File: src/rtl/sync_gen_pkg.sv
`default_nettype none
// sync_gen_pkg: shared types and helpers for the multi-channel sync generator.
// Rev 1.0
package sync_gen_pkg;

  typedef enum logic {
    MODE_TOGGLE = 1'b0,
    MODE_PULSE  = 1'b1
  } mode_e;

  typedef enum logic [1:0] {
    ST_IDLE  = 2'd0,
    ST_PHASE = 2'd1,
    ST_RUN   = 2'd2
  } ch_state_e;

  // Fields are zero-extended to 64 bits by the caller, so CNT_W up to 64 is supported.
  function automatic logic cfg_valid(input logic [63:0] period,
                                     input logic [63:0] high,
                                     input mode_e       mode);
    return (period >= 64'd2) && !((mode == MODE_PULSE) && (high > period));
  endfunction

  // Output level in the cycle that carries a tick.
  function automatic logic tick_level(input mode_e mode,
                                      input logic  high_nz,
                                      input logic  cur);
    return (mode == MODE_PULSE) ? high_nz : ~cur;
  endfunction

endpackage
`default_nettype wire

File: src/rtl/sync_pulse_ch.sv
`default_nettype none
// sync_pulse_ch: one sync channel -- phase delay, period counter, toggle/pulse output.
// Rev 1.0
module sync_pulse_ch
  import sync_gen_pkg::*;
#(
  parameter int CNT_W      = 32,
  parameter int RST_PERIOD = 500000
) (
  input  logic             clk,
  input  logic             rst_n,
  input  logic             enable,
  input  logic             mode,
  input  logic [CNT_W-1:0] period,
  input  logic [CNT_W-1:0] high,
  input  logic [CNT_W-1:0] phase,
  input  logic             resync,
  output logic             sync,
  output logic             tick,
  output logic             cfg_err
);

  localparam logic [CNT_W-1:0] C_ONE        = CNT_W'(1);
  localparam logic [CNT_W-1:0] C_RST_PERIOD = CNT_W'(RST_PERIOD);
  localparam logic [CNT_W-1:0] C_RST_HIGH   = CNT_W'(RST_PERIOD / 2);

  ch_state_e        state;
  mode_e            mode_sh;
  mode_e            mode_in;
  mode_e            nxt_mode;
  logic [CNT_W-1:0] cnt;
  logic [CNT_W-1:0] cnt_inc;
  logic [CNT_W-1:0] period_sh;
  logic [CNT_W-1:0] high_sh;
  logic [CNT_W-1:0] phase_sh;
  logic [CNT_W-1:0] nxt_high;
  logic             cfg_ok;
  logic             period_end;
  logic             phase_done;

  assign mode_in    = mode ? MODE_PULSE : MODE_TOGGLE;
  assign cfg_ok     = cfg_valid(64'(period), 64'(high), mode_in);
  assign cnt_inc    = cnt + C_ONE;
  assign period_end = (cnt == period_sh - C_ONE);
  assign phase_done = (cnt == phase_sh);
  // At a period boundary the new tick already uses the freshly accepted config.
  assign nxt_mode   = cfg_ok ? mode_in : mode_sh;
  assign nxt_high   = cfg_ok ? high : high_sh;

  always_ff @(posedge clk or negedge rst_n) begin
    if (!rst_n) begin
      state     <= ST_IDLE;
      cnt       <= '0;
      period_sh <= C_RST_PERIOD;
      high_sh   <= C_RST_HIGH;
      phase_sh  <= '0;
      mode_sh   <= MODE_TOGGLE;
      sync      <= 1'b0;
      tick      <= 1'b0;
      cfg_err   <= 1'b0;
    end else begin
      cfg_err <= ~cfg_ok;
      tick    <= 1'b0;
      if (!enable) begin
        state <= ST_IDLE;
        cnt   <= '0;
        sync  <= 1'b0;
      end else if ((state == ST_IDLE) || resync) begin
        // Start and resync share the reload path; a running channel resyncs even on bad config.
        cnt  <= '0;
        sync <= 1'b0;
        if (cfg_ok) begin
          period_sh <= period;
          high_sh   <= high;
          phase_sh  <= phase;
          mode_sh   <= mode_in;
        end
        if (cfg_ok || (state != ST_IDLE)) begin
          state <= ST_PHASE;
        end
      end else if (state == ST_PHASE) begin
        if (phase_done) begin
          state <= ST_RUN;
          cnt   <= '0;
          tick  <= 1'b1;
          sync  <= tick_level(mode_sh, high_sh != '0, sync);
        end else begin
          cnt <= cnt_inc;
        end
      end else if (period_end) begin
        cnt  <= '0;
        tick <= 1'b1;
        sync <= tick_level(nxt_mode, nxt_high != '0, sync);
        if (cfg_ok) begin
          period_sh <= period;
          high_sh   <= high;
          phase_sh  <= phase;
          mode_sh   <= mode_in;
        end
      end else begin
        cnt <= cnt_inc;
        if (mode_sh == MODE_PULSE) begin
          sync <= (cnt_inc < high_sh);
        end
      end
    end
  end

endmodule
`default_nettype wire

File: src/rtl/sync_pulse_gen_mc.sv
`default_nettype none
// sync_pulse_gen_mc: N_CH independent sync generators sharing one resync strobe.
// Rev 1.0
module sync_pulse_gen_mc #(
  parameter int N_CH       = 2,
  parameter int CNT_W      = 32,
  parameter int RST_PERIOD = 500000
) (
  input  logic                  i_clk,
  input  logic                  i_rst_n,
  input  logic [N_CH-1:0]       i_enable,
  input  logic [N_CH-1:0]       i_mode,
  input  logic [N_CH*CNT_W-1:0] i_period,
  input  logic [N_CH*CNT_W-1:0] i_high,
  input  logic [N_CH*CNT_W-1:0] i_phase,
  input  logic                  i_resync,
  output logic [N_CH-1:0]       o_sync,
  output logic [N_CH-1:0]       o_tick,
  output logic [N_CH-1:0]       o_cfg_err
);

  generate
    for (genvar c = 0; c < N_CH; c++) begin : g_ch
      sync_pulse_ch #(
        .CNT_W      (CNT_W),
        .RST_PERIOD (RST_PERIOD)
      ) u_ch (
        .clk     (i_clk),
        .rst_n   (i_rst_n),
        .enable  (i_enable[c]),
        .mode    (i_mode[c]),
        .period  (i_period[c*CNT_W +: CNT_W]),
        .high    (i_high[c*CNT_W +: CNT_W]),
        .phase   (i_phase[c*CNT_W +: CNT_W]),
        .resync  (i_resync),
        .sync    (o_sync[c]),
        .tick    (o_tick[c]),
        .cfg_err (o_cfg_err[c])
      );
    end
  endgenerate

endmodule
`default_nettype wire
File: config.mk
export PLATFORM = sky130hd
export DESIGN_NAME = sync_pulse_gen_mc
export DESIGN_NICKNAME = d
export VERILOG_FILES = /design/src/rtl/sync_gen_pkg.sv /design/src/rtl/sync_pulse_ch.sv /design/src/rtl/sync_pulse_gen_mc.sv
export SDC_FILE = /design/constraint.sdc
export NUM_CORES = 1
export LEC_CHECK = 0
export ABC_AREA = 1
export ABC_CLOCK_PERIOD_IN_PS = 8270
export BUFFER_PORTS_ARGS = -buffer_cell sky130_fd_sc_hd__buf_2
export CORE_ASPECT_RATIO = 0.75
export CORE_MARGIN = 10
export CORE_UTILIZATION = 50
export CTS_CLUSTER_DIAMETER = 80
export DETAILED_ROUTE_END_ITERATION = 10
export MAX_ROUTING_LAYER = met4
export PLACE_DENSITY = 0.74
export SETUP_SLACK_MARGIN = 0.4
export SLEW_MARGIN = 0
export SYNTH_ARGS = -nofsm -noshare
export SYNTH_HDL_FRONTEND = slang
export SYNTH_SLANG_ARGS = --single-unit
File: constraint.sdc
create_clock -name i_clk -period 8.27 [get_ports i_clk]
set_input_delay 0.827 -clock i_clk [delete_from_list [all_inputs] [get_ports i_clk]]
set_output_delay 0.827 -clock i_clk [all_outputs]
set_load 0.01 [all_outputs]
==> impl_metrics.csv <==
group,metric,value,unit
logic_synthesis,synth.top_cell.area_share,0.296,
timing,post-route-min-period,4.81,ns
clock_tree,cts-root-buf,"clkbuf_16",
job,cap_violations,0,
die,fp.dieW,253,um
timing,fin_skew,0.0253,ns
route,post-route-drc-count,0,
worst_setup_path,rr_startpoint,"g_ch[0].u_ch.cnt[0]",
route,first_iter_violations,1947,
logic_synthesis,synth_flop_cell,"dfrtp_1",
worst_setup_path,path_class,"reg -> reg",
worst_setup_path,reg2reg_to,"g_ch[0].u_ch.sync",
die,core,39800,um2
logic_synthesis,netlist_area,20300,um2
logic_synthesis,yosys.area.top_type,"dfrtp_1",
clock_tree,cts_htree_levels,1,
route,vias_per_cell,5.44,
clock_tree,clock_sinks,268,
timing,grt_setup_unrepaired,"false",
logic_synthesis,yosys-top-cells-area,"dfrtp_1, nand2_1, ha_1, inv_1, xor2_1",
worst_setup_path,slowest_delay,0.54,ns
outcome,status,"complete, no violations",
global_route,grt_pass1_wl,102,mm
die,ioPinCount,205,
clock_tree,tritoncts,"yes",
worst_setup_path,crit_slowest_cell,"dfrtp_1",
timing,max_slew_margin,0.237,
worst_setup_path,end_kind,"flop",
route,routed_wl,65.6,mm
worst_setup_path,cp.depth,21,
timing,setup_viol,0,
route,postRouteAntennaNets,0,
timing,finalMaxSlewViolations,0,
logic_synthesis,synth_commonest_cells,"nand2_1, inv_1, nor2_1, dfrtp_1, xor2_1",
logic_synthesis,synth_most_common_cell,"nand2_1",
timing,fin_tns_setup,0,ns
worst_setup_path,crit_arrival,5.27,ns
route,drt_pre_antenna_iters,6,
clock_tree,cts_setup_buffers,0,
logic_synthesis,yosys_warnings,0,
clock_tree,clockBufferDepth,3,
die,rows,63,
final_layout,drive_above_1_share,0.155,
logic_synthesis,synth-seq-cells,268,
timing,timing.final.crit_share,0.582,
global_route,grt_usage,0.269,
pwr,power.leakage,11.7,nW
final_layout,layout.nets,3220,
route,wl_met3,6.88,mm
final_layout,area_growth_syn_to_layout,10.4,%
route,top_layer_used,"met4",
die,die-area,49200,um2
pwr,ir_worst_vdd,0.191,mV
route,wl_per_cell,19.1,um
logic_synthesis,avgSynthCellArea,7.36,um2
logic_synthesis,syn_nets,3087,
worst_setup_path,path_buf_inv,2,
final_layout,final_core_utilization,0.563,
global_route,overflow,0,
logic_synthesis,syn_inst,2758,
timing,hold_viol,0,
worst_setup_path,start_kind,"flop",
timing,hold_slack,0.281,ns
logic_synthesis,ys_seq_area_frac,0.332,
timing,worst_slew_pin_slew,1.14,ns
worst_setup_path,path_max_fanout,7,
clock_tree,clk_pin_slew,0.06,ns
route,met1Wirelength,32.5,mm
route,route.met2.wl,25.2,mm
clock_tree,cts_buffers,30,
logic_synthesis,synthArstFlopShare,1.00,
route,vias,18683,
placement,io_buffer_count,204,
global_route,grt_max_degree,166,
worst_setup_path,rr_worst_depth,21,
logic_synthesis,ys_types,57,
worst_setup_path,critical_path.most_common_cell,"nand2_1",
die,die_y,195,um
placement,gp_congestion,1.02,
worst_setup_path,cp_data_required_time,8.73,ns
logic_synthesis,synth_edf_count,0,
worst_setup_path,crit_start,"g_ch[0].u_ch.cnt[0]",
global_route,first_global_vias,17476,
pwr,p_per_area,206,nW/um2
worst_setup_path,worstPathCellList,"ha_1 > nand2_1 > nor2_1 > nand3_1 > nor3_2 > nand3_1 > nor3_1 > nand2_1 > or4_1 > xor2_1 > inv_1 > ha_1 > nand4_1 > nor4_1 > inv_1 > nor4_1 > a21oi_1 > a21oi_1 > nand2_1 > nand2_1 > nand2_1",
timing,max_freq,208,MHz
hold_path,min_path_type,"in -> async",
clock_tree,holdBufCountCts,0,
global_route,antenna_found_initial,1,
worst_setup_path,crit_family,"simple AND/OR/NAND/NOR gates",
die,initial_core_util,0.510,
placement,place_hpwl,52.7,mm
worst_setup_path,r2r_slack,3.46,ns
clock_tree,clkLatencyLatePin,0.58,ns
clock_tree,ctsResizeCount,0,
-- cells in the final DEF (no fill, tap or decap), types with 82 or more instances in the layout --
cell type / instances
o21ai_1: 82
ha_1: 130
buf_2: 203
xor2_1: 132
inv_1: 405
nand2_1: 649
nand3_1: 119
dfrtp_1: 240
nand4_1: 92
nor2_1: 241
-- sequential cells by signal, summed over array words and instances, names as in the netlist --
name and flops:
g_ch.u_ch.cnt 64, g_ch.u_ch.high_sh 64, g_ch.u_ch.period_sh 64, g_ch.u_ch.phase_sh 64, g_ch.u_ch.state 4, g_ch.u_ch.cfg_err 2, g_ch.u_ch.mode_sh 2, g_ch.u_ch.sync 2
g_ch.u_ch.tick 2
-- metrics by stage --
stage	total power, mW	cells	setup slack [ns]	instance area (um2)
3_5_place_dp	3.23	3379	3.42	21400
3_3_place_gp	3.19	3379	3.47	21400
4_1_cts	4.62	3435	3.56	22400
5_1_grt	4.91	3436	3.04	22400
6_report	4.62	3436	3.46	22400
2_1_floorplan	2.82	2758	4.73	20300
-- cells by family after synthesis --
family,share of synthesized area
flip-flops,0.332
XOR/XNOR,0.0858
buffers and inverters,0.110
adder cells (fa/ha/maj),0.0801
AND/OR/NAND/NOR,0.305
AO/OA/AOI/OAI,0.0875
-- layout make-up --
type | count | area (um2)
Inverter | 410 | 1540
Fill cell | 3733 | 17400
Clock buffer | 48 | 908
Multi-Input combinational cell | 1967 | 11300
Clock inverter | 8 | 108
Antenna cell | 1 | 2.50
Tap cell | 520 | 651
Sequential cell | 268 | 6740
Timing Repair Buffer | 214 | 1120
-- how the worst max path moves through the flow --
stage and end:
2_1_floorplan g_ch[0].u_ch.sync, 3_3_place_gp g_ch[0].u_ch.phase_sh[31], 3_5_place_dp g_ch[0].u_ch.phase_sh[18], 4_1_cts g_ch[0].u_ch.sync, 5_1_grt g_ch[0].u_ch.sync, 6_report g_ch[0].u_ch.sync
-- per-layer routing --
metal / track usage / vias up
li1: - / 9112
met1: 0.418 / 8682
met2: 0.345 / 808
met3: 0.0621 / 81
met4: 0.0439 / 0
met5: - / -
-- power breakdown --
group	switching, mW	leakage (nW)	internal (mW)
clock	0.563	0.497	0.812
sequential	0.302	3.37	1.57
combinational	0.859	7.82	0.511
Power figures use the tool's default switching activity.
